## config.mk

```make
export PLATFORM = sky130hd
export DESIGN_NAME = mem_console_uart
export DESIGN_NICKNAME = d
export VERILOG_FILES = /design/src/rtl/mem_console_pkg.sv /design/src/rtl/mem_console_uart_fifo.sv /design/src/rtl/mem_console_uart.sv
export SDC_FILE = /design/constraint.sdc
export NUM_CORES = 1
export LEC_CHECK = 0
export BUFFER_PORTS_ARGS = -buffer_cell sky130_fd_sc_hd__buf_2
export CORE_UTILIZATION = 55
export CTS_BUF_LIST = sky130_fd_sc_hd__clkbuf_8
export DETAILED_ROUTE_END_ITERATION = 8
export PLACE_DENSITY_LB_ADDON = 0.12
export SYNTH_ARGS = -nofsm -noshare
export SYNTH_HDL_FRONTEND = slang
export SYNTH_SLANG_ARGS = --single-unit
```

## constraint.sdc

```tcl
create_clock -name clk -period 3.1 [get_ports clk]
set_input_delay 0.31 -clock clk [delete_from_list [all_inputs] [get_ports clk]]
set_output_delay 0.31 -clock clk [all_outputs]
set_load 0.02 [all_outputs]
```

## src/rtl/mem_console_pkg.sv

```systemverilog
// Shared definitions for the memory-mapped console UART: register offsets,
// STATUS bit positions and the transmitter state encoding.
package mem_console_pkg;

    localparam logic [2:0] OFS_DATA   = 3'h0;
    localparam logic [2:0] OFS_STATUS = 3'h4;

    localparam int ST_BUSY_BIT  = 0;
    localparam int ST_FULL_BIT  = 1;
    localparam int ST_EMPTY_BIT = 2;
    localparam int ST_COUNT_LSB = 8;

    typedef enum logic [1:0] {
        S_IDLE,
        S_START,
        S_DATA,
        S_STOP
    } tx_state_e;

    // Expands a 4-bit byte mask into a 32-bit bit mask.
    function automatic logic [31:0] byte_mask(input logic [3:0] mask);
        logic [31:0] result;
        result = '0;
        for (int i = 0; i < 4; i++) begin
            result[8*i +: 8] = {8{mask[i]}};
        end
        return result;
    endfunction

endpackage

```

## src/rtl/mem_console_uart_fifo.sv

```systemverilog
// Single-clock byte FIFO feeding the console transmitter; reports full,
// empty and occupancy. Callers never push while full or pop while empty.
module console_fifo #(
    parameter int DEPTH = 8,
    parameter int WIDTH = 8
) (
    input  logic                     clk,
    input  logic                     resetn,
    input  logic                     push,
    input  logic [WIDTH-1:0]         wdata,
    input  logic                     pop,
    output logic [WIDTH-1:0]         rdata,
    output logic                     full,
    output logic                     empty,
    output logic [$clog2(DEPTH):0]   count
);

    localparam int AW = $clog2(DEPTH);

    logic [WIDTH-1:0] mem [DEPTH];
    logic [AW-1:0]    wr_ptr;
    logic [AW-1:0]    rd_ptr;
    logic [AW:0]      count_q;

    always_ff @(posedge clk) begin
        if (!resetn) begin
            wr_ptr  <= '0;
            rd_ptr  <= '0;
            count_q <= '0;
        end else begin
            if (push) wr_ptr <= wr_ptr + 1'b1;
            if (pop)  rd_ptr <= rd_ptr + 1'b1;
            case ({push, pop})
                2'b10:   count_q <= count_q + 1'b1;
                2'b01:   count_q <= count_q - 1'b1;
                default: count_q <= count_q;
            endcase
        end
    end

    // NOTE: storage is deliberately not reset; the pointers and count define
    // which entries are valid, so clearing the array would only cost logic.
    always_ff @(posedge clk) begin
        if (push) mem[wr_ptr] <= wdata;
    end

    assign rdata = mem[rd_ptr];
    assign count = count_q;
    assign full  = (count_q == (AW+1)'(DEPTH));
    assign empty = (count_q == '0);

endmodule

```

## src/rtl/mem_console_uart.sv

```systemverilog
// Memory-mapped console UART: DATA/STATUS register window on a valid/ready
// bus, byte TX FIFO, and an 8N1 serial transmitter with a registered line.
module mem_console_uart
    import mem_console_pkg::*;
#(
    parameter logic [31:0] BASE_ADDR  = 32'h1000_0000,
    parameter int          CLK_DIV    = 16,
    parameter int          FIFO_DEPTH = 8
) (
    input  logic        clk,
    input  logic        resetn,
    input  logic        mem_valid,
    input  logic [31:0] mem_addr,
    input  logic [31:0] mem_wdata,
    input  logic [3:0]  mem_wstrb,
    input  logic [3:0]  mem_rmask,
    output logic        mem_ready,
    output logic [31:0] mem_rdata,
    output logic        uart_tx,
    output logic        tx_busy
);

    localparam int            CW       = $clog2(FIFO_DEPTH) + 1;
    localparam int            DW       = $clog2(CLK_DIV);
    localparam logic [DW-1:0] DIV_LAST = DW'(CLK_DIV - 1);

    logic          sel;
    logic          is_data;
    logic          is_status;
    logic          is_write;
    logic          byte_write;
    logic          push;
    logic          pop;
    logic [7:0]    fifo_rdata;
    logic          fifo_full;
    logic          fifo_empty;
    logic [CW-1:0] fifo_count;
    logic [31:0]   status_word;

    tx_state_e     state, state_n;
    logic [DW-1:0] div_cnt, div_n;
    logic [2:0]    bit_cnt, bit_n;
    logic [7:0]    shift, shift_n;
    logic          tx_n;
    logic          div_done;

    logic unused_bits;
    assign unused_bits = ^{mem_wdata[31:8], mem_addr[1:0]};

    // Bus decode; a full FIFO stalls only byte-0 DATA writes.
    assign sel        = mem_valid && (mem_addr[31:3] == BASE_ADDR[31:3]);
    assign is_data    = (mem_addr[2] == OFS_DATA[2]);
    assign is_status  = (mem_addr[2] == OFS_STATUS[2]);
    assign is_write   = |mem_wstrb;
    assign byte_write = sel && is_data && mem_wstrb[0];
    assign mem_ready  = sel && !(byte_write && fifo_full);
    assign push       = byte_write && !fifo_full;
    assign tx_busy    = !fifo_empty || (state != S_IDLE);

    always_comb begin
        status_word                           = '0;
        status_word[ST_BUSY_BIT]              = tx_busy;
        status_word[ST_FULL_BIT]              = fifo_full;
        status_word[ST_EMPTY_BIT]             = fifo_empty;
        status_word[ST_COUNT_LSB +: 8]        = 8'(fifo_count);
    end

    assign mem_rdata = (sel && is_status && !is_write)
                     ? (status_word & byte_mask(mem_rmask)) : '0;

    console_fifo #(
        .DEPTH (FIFO_DEPTH),
        .WIDTH (8)
    ) u_fifo (
        .clk    (clk),
        .resetn (resetn),
        .push   (push),
        .wdata  (mem_wdata[7:0]),
        .pop    (pop),
        .rdata  (fifo_rdata),
        .full   (fifo_full),
        .empty  (fifo_empty),
        .count  (fifo_count)
    );

    assign div_done = (div_cnt == DIV_LAST);

    // NOTE: every output of this block gets a default first so that no path
    // through the case leaves a signal unassigned and infers a latch.
    always_comb begin
        state_n = state;
        div_n   = div_cnt + 1'b1;
        bit_n   = bit_cnt;
        shift_n = shift;
        pop     = 1'b0;
        tx_n    = 1'b1;
        case (state)
            S_IDLE: begin
                div_n = '0;
                if (!fifo_empty) begin
                    pop     = 1'b1;
                    shift_n = fifo_rdata;
                    bit_n   = '0;
                    state_n = S_START;
                end
            end
            S_START: begin
                tx_n = 1'b0;
                if (div_done) begin
                    div_n   = '0;
                    state_n = S_DATA;
                end
            end
            S_DATA: begin
                tx_n = shift[0];
                if (div_done) begin
                    div_n   = '0;
                    shift_n = {1'b0, shift[7:1]};
                    if (bit_cnt == 3'd7) state_n = S_STOP;
                    else                 bit_n   = bit_cnt + 1'b1;
                end
            end
            S_STOP: begin
                if (div_done) begin
                    div_n = '0;
                    // Chain straight into the next frame when bytes are waiting.
                    if (!fifo_empty) begin
                        pop     = 1'b1;
                        shift_n = fifo_rdata;
                        bit_n   = '0;
                        state_n = S_START;
                    end else begin
                        state_n = S_IDLE;
                    end
                end
            end
            default: state_n = S_IDLE;
        endcase
    end

    // NOTE: state and the line register use non-blocking assignments so all
    // of them update together from pre-edge values.
    always_ff @(posedge clk) begin
        if (!resetn) begin
            state   <= S_IDLE;
            div_cnt <= '0;
            bit_cnt <= '0;
            shift   <= '0;
            uart_tx <= 1'b1;
        end else begin
            state   <= state_n;
            div_cnt <= div_n;
            bit_cnt <= bit_n;
            shift   <= shift_n;
            uart_tx <= tx_n;
        end
    end

endmodule

```

# After elaboration in Yosys (flattened, before gate mapping)
# Memories as Yosys holds them, arrays and structs flattened. A register that Yosys moved wholly into a read port is not among the register bits.
# Cells that the tools add are included.
op_classes:
  eq_ne: 15
  n_reduce_logical: 23
  bitwise_logic: 2
  mux: 28
  add_sub_neg: 6
ops:
  columns: ["operator", "count"]
  rows:
  - ["AND 12 x 32 -> 32 bit", 1]
  - ["2-to-1 mux 32 bit", 1]
  - ["== test 29 x 26 -> 1 bit, second input constant", 1]
  - ["2-to-1 mux 8 bit", 3]
  - ["one-hot mux 8 bit (3 select lines)", 1]
  - ["2-to-1 mux 3 bit", 6]
  - ["one-hot mux 4 bit (2 select lines)", 2]
  - ["inequality test 2 bit, second input constant", 6]
  - ["2-to-1 mux 2 bit", 5]
  - ["adder 3 x 1 -> 3 bit, second input constant", 3]
  - ["one-hot mux 3 bit (3 select lines)", 1]
  - ["adder 4 x 1 -> 4 bit, second input constant", 2]
  - ["== test 4 bit, second input constant", 2]
  - ["logical AND 1 bit", 8]
  - ["one-hot mux 2 bit (4 select lines)", 1]
  - ["== test 2 bit, second input constant", 3]
  - ["2-to-1 mux 1 bit", 5]
  - ["AND reduction 5 bit", 1]
  - ["== test 2 x 1 -> 1 bit, second input constant", 2]
  - ["logical NOT 1 bit", 4]
  - ["logical NOT 4 bit", 1]
  - ["2-to-1 mux 4 bit", 1]
  - ["one-hot mux 1 bit (2 select lines)", 2]
  - ["AND reduction 4 bit", 1]
  - ["10 further kinds", 11]
totals:
  ram_bits: 64
  word_cells: 83
  mem_count: 1
  ff_bits: 28
mem_list:
  columns: ["memory", "words", "width", "rd", "rd_ports_with_merged_regs", "wr", "line", "text"]
  rows:
  - ["u_fifo.mem", 8, 8, 1, 1, 1, "mem_console_uart_fifo.sv:20", "logic [WIDTH-1:0] mem [DEPTH];"]

# Logic depth before layout (Yosys ltp)
depth:
  ltp_word: 7
  ltp_mapped: 12
  ltp_nobuf: 11

# Modules after synthesis
# Synthesis repeated with hierarchy kept, for this count alone.
unflattened:
  cells_unflattened: 311
  hier_area_um2: 4430.5
modules_own_cells:
  columns: ["module", "cells_per_inst", "area_each_um2", "seq_area_each_um2", "instances"]
  rows:
  - ["console_fifo", 164, 3130.5, 2182.1, 1]
  - ["mem_console_uart", 147, 1300.0, 360.3, 1]

# Least setup slack after synthesis
# No wires, ideal clock.
synth_timing:
  path_type: "input to register"
  start: "input mem_addr[19]"
  end: "register u_fifo.count_q[2] (netlist: u_fifo.count[2])"
  path_stages: 12
  setup_time_ns: 0.073
  required_ns: 3.027
  arrival_ns: 2.520
  setup_slack_ns: 0.508
  path_cell_list: "nor4_2 nand4_2 nor4b_2 buf_4 inv_1 ha_1 xor2_1 ha_1 a21oi_1 xor2_1 or3_1 a21oi_1"
synth_between:
  elab_chain_cells: 7
  word_cells_on_any_way: 9
  cone_classes: "eq/ne: 3; mux: 1; reduce/logical: 5"
synth_lines:
  columns: ["item", "line", "text"]
  rows:
  - ["start: declaration", "mem_console_uart.sv:13", "input logic [31:0] mem_addr,"]
  - ["== test 29 x 26 -> 1 bit (*)", "mem_console_uart.sv:51", "assign sel = mem_valid && (mem_addr[31:3] == BASE_ADDR[31:3]);"]
  - ["logical AND 1 bit (*)", "mem_console_uart.sv:51", null]
  - ["logical AND 1 bit (*) (2 in series)", "mem_console_uart.sv:55", "assign byte_write = sel && is_data && mem_wstrb[0];"]
  - ["logical AND 1 bit (*)", "mem_console_uart.sv:57", "assign push = byte_write && !fifo_full;"]
  - ["== test 2 x 1 -> 1 bit / == test 2 bit (equally long branches)", "mem_console_uart_fifo.sv:33", "case ({push, pop})"]
  - ["one-hot mux 4 bit (2 select lines) / nonzero test 2 bit (equally long branches)", null, null]
  - ["end signal: assignment", "mem_console_uart_fifo.sv:34", "2'b10: count_q <= count_q + 1'b1;"]
  - ["end signal: assignment", "mem_console_uart_fifo.sv:35", "2'b01: count_q <= count_q - 1'b1;"]
  - ["end signal: assignment", "mem_console_uart_fifo.sv:36", "default: count_q <= count_q;"]
  - ["end: declaration", "mem_console_uart_fifo.sv:23", "logic [AW:0] count_q;"]
# Mark *: on every way between the ends. The rest lies on a longest branch, timed or not.
# A chain may end at the register's enable or synchronous reset.

# Worst setup path after layout
layout_timing:
  start: "register state[1]"
  end: "register u_fifo.count_q[2] (netlist: u_fifo.count[2])"
layout_between:
  elab_chain_cells: 4
  word_cells_on_any_way: 7
  cone_classes: "eq/ne: 3; mux: 2; reduce/logical: 2"
layout_lines:
  columns: ["item", "line", "text"]
  rows:
  - ["start: declaration", "mem_console_uart.sv:40", "tx_state_e state, state_n;"]
  - ["start signal: assignment", "mem_console_uart.sv:151", "state <= state_n;"]
  - ["== test 2 bit / logical NOT 2 bit (equally long branches)", "mem_console_uart.sv:97", "case (state)"]
  - ["one-hot mux 1 bit (2 select lines) (*)", "mem_console_uart.sv:97", null]
  - ["named net pop", "mem_console_uart.sv:33", "logic pop;"]
  - ["== test 2 x 1 -> 1 bit / == test 2 bit (equally long branches)", "mem_console_uart_fifo.sv:33", null]
  - ["one-hot mux 4 bit (2 select lines) / nonzero test 2 bit (equally long branches)", null, null]
# Mark *: on every way through the listed nets, which the timed path passes. The rest lies on a longest branch.

==> impl_metrics.env <==
export IMPL_netlist_area_leader_share_pct=43.39
export IMPL_slew_violations=0
export IMPL_cp_slowest_stage_delay_ns=0.54
export IMPL_cts_repair_resized=0
export IMPL_vias=2712
export IMPL_min_delay_worst_endpoint="u_fifo.mem[1][1]"
export IMPL_drt_vias_per_instance=5.557
export IMPL_yosys_top_cells_count="64 x edfxtp_1, 31 x dfxtp_1, 27 x buf_4, 18 x nand2_1"
export IMPL_clock_sinks=95
export IMPL_crit_buf_inv=0
export IMPL_cp_cell_sequence="ha_1, a41oi_1, nor3_1, ha_1, xor2_1, ha_1, a21oi_1, xor2_1, or3_1, a21oi_1"
export IMPL_ys_warn_count=0
export IMPL_r2r_slack_ns=0.27
export IMPL_clkLatencyLatePin_ns=0.35
export IMPL_crit_start="state[1]"
export IMPL_synth_seq_cells=95
export IMPL_tightest_slew_ns=0.7457
export IMPL_drt_wl_total_microns=7859
export IMPL_grt_pass1_vias=2615
export IMPL_start_util_pct=57.02
export IMPL_core_sq_um=7767
export IMPL_r2r_cells=10
export IMPL_synth_top_family_by_area="simple AND/OR/NAND/NOR gates"
export IMPL_dieHeight_microns=91.74
export IMPL_drc_errors=0
export IMPL_grt_use_total_pct=20.51
export IMPL_critPathSlowestCell="nor3_1"
export IMPL_synthXorXnorAreaFrac_pct=1.384
export IMPL_r2r_start="state[1]"
export IMPL_setup_viol=0
export IMPL_ys_seq_area_share_pct=57.40
export IMPL_worst_path_max_fanout=5
export IMPL_drv_cap=0
export IMPL_synth_edf_count=64
export IMPL_ant_nets=0
export IMPL_endpoint_kind="flop"
export IMPL_status="finished clean"
export IMPL_cpMostUsedCell="ha_1"
export IMPL_place_ws_ns=0.2774
export IMPL_cp_top_family="simple AND/OR/NAND/NOR gates"
export IMPL_start_kind="flop"
export IMPL_internal_power_uw=1682
export IMPL_finalSetupTns_ns=0
export IMPL_min_delay_start="mem_wdata[1]"
export IMPL_yosysMostFrequentCell="edfxtp_1"
export IMPL_dieArea_sq_um=8416
export IMPL_fmax_mhz=353.5
export IMPL_cts_buffers=9
export IMPL_clock_root_buffer="clkbuf_8"
export IMPL_min_path_type="in -> reg"
export IMPL_post_cts_buffers=0
export IMPL_gp_congestion=0.7734
export IMPL_synthTopCellsByArea="edfxtp_1 43%, dfxtp_1 14%, mux4_2 8.1%, buf_4 4.6%, ha_1 3.7%"
export IMPL_grt_pass1_wl_microns=13030
export IMPL_synth_ff_type="edfxtp_1"
export IMPL_arrival_ns=3.11
export IMPL_placementRows=32
export IMPL_p_leak_uw=0.001764
export IMPL_syn_inst=322
export IMPL_fin_ws_ns=0.2711
export IMPL_synth_top_area_cell="edfxtp_1"
export IMPL_ir_drop_mv=0.2814
export IMPL_grt_max_degree=32
export IMPL_drive_above_1_share_pct=27.46
export IMPL_dieWidth_microns=91.74
export IMPL_holdPathStages=1
export IMPL_period_share_pct=91.25
export IMPL_fin_nets=469
export IMPL_p_sw_uw=511.4
export IMPL_clk_pin_slew_ns=0.10
export IMPL_cts_path_max_buffers=2
export IMPL_fill_cells=620
export IMPL_antenna_found_initial=0
export IMPL_critical_path_class="reg -> reg"
export IMPL_place_area_sq_um=4713
export IMPL_muxShareOfSynthArea_pct=11.30
export IMPL_fin_crit_ns=2.829
export IMPL_power_density_nw_per_um2=447.2
export IMPL_syn_area_per_cell_sq_um=13.76
export IMPL_cts_htree_levels=3
export IMPL_drt_iter0_markers=189
export IMPL_synthAdderAreaFrac_pct=3.672
export IMPL_first_pass_iters=6
export IMPL_cts_hold_buffers=0
export IMPL_ios=110
export IMPL_syn_area_sq_um=4429
export IMPL_tritoncts="yes"
export IMPL_area_growth_pct=10.71
export IMPL_rsz0062_at_grt="false"
export IMPL_power_frac_seq_pct=61.5
export IMPL_async_flop_share_pct=0
export IMPL_required_ns=3.39
export IMPL_antenna_cells=0
export IMPL_relSlewSlack_pct=50.22
export IMPL_synth_compound_area_share_pct=5.169
export IMPL_portBuffers=56
export IMPL_reg2reg_to="u_fifo.count[2]"
export IMPL_yosys_area_share_simple_pct=14.38
export IMPL_holdWs_ns=0.2132
export IMPL_switching_share_pct=23.32
export IMPL_post_route_util_pct=63.13
export IMPL_fin_worst_skew_ns=0.009628
export IMPL_design_area_sq_um=4903
export IMPL_ys_types=52
export IMPL_pwr_share_clk_pct=34.9
export IMPL_post_drt_wl_per_cell_microns=16.10
export IMPL_dpl_hpwl_microns=5400
export IMPL_comb_power_share_pct=3.6
export IMPL_grt_overflow_total=0
export IMPL_hold_viol_final=0
[routing by layer]
layer	GRT usage, %	part of all wire (%)	up-vias
met4	6.380	0.94	0
met2	32.96	48	71
met3	4.229	3.2	8
met5	0	0	-
li1	-	-	1305
met1	28.27	47	1328
[power groups by stage]
stage          sequential, uW  clock (uW)  combinational, uW
2_1_floorplan            1380           0               62.5
4_1_cts                  1350         789               79.8
3_3_place_gp             1380           0               77.7
3_5_place_dp             1380           0               80.0
6_report                 1350         765               79.9
5_1_grt                  1350         831               88.1
[layout by cell type (no fill, tap or decap), types with 3 or more instances in the layout]
cell type,n
o21ai_0,8
and4b_1,3
inv_1,10
and2_1,7
xnor2_1,3
nor2_1,16
a211oi_1,3
dfxtp_1,31
edfxtp_1,64
mux2i_1,14
ha_1,13
nand2_1,18
nor4_1,7
conb_1,25
nor4b_2,3
nand4_1,9
buf_4,5
nor4b_1,3
nand3_1,3
mux4_2,16
clkbuf_8,9
o221ai_1,7
buf_2,56
xor2_1,4
nor3_1,5
a21oi_1,6
[registers in the layout (all words and copies together) (netlist names), named ones only]
| signal | cells |
|---|---|
| u_fifo.mem | 64 |
| shift | 8 |
| div_cnt | 4 |
| u_fifo.count | 4 |
| bit_cnt | 3 |
| u_fifo.rd_ptr | 3 |
| u_fifo.wr_ptr | 3 |
| state | 2 |
| uart_tx | 1 |
[worst max-delay path by stage]
stage,end,slack (ns),cells past startpoint
after floorplan,u_fifo.count[2],0.51,12
after global placement,u_fifo.count[2],0.34,12
after detailed placement,u_fifo.count[2],0.28,12
after CTS,u_fifo.count[2],0.29,10
after global routing,u_fifo.count[2],0.02,10
final,u_fifo.count[2],0.27,10
[final cells by class]
class	instances	area [sq um]	share of cell area, %
Sequential cell	95	2542	51.85
Clock inverter	7	66.31	1.352
Clock buffer	9	123.9	2.526
Multi-Input combinational cell	203	1684	34.35
Timing Repair Buffer	61	317.8	6.481
Inverter	11	41.29	0.8421
Tap cell	102	127.6	2.603
[logic make-up (layout without fill, tap and decap cells)]
family | Yosys count | in the layout
compound gates | 31 | 31
xor+xnor | 7 | 7
fa+ha+maj | 13 | 13
buf+inv | 48 | 88
flops | 95 | 95
mux | 30 | 30
other cells | 1 | 25
simple gates | 97 | 97
[metrics by stage]
stage | total power [uW] | instances
after floorplan | 1440 | 346
after global placement | 1455 | 472
after detailed placement | 1457 | 472
after CTS | 2216 | 488
after global routing | 2267 | 488
final | 2193 | 488
Power figures use the tool's default switching activity.
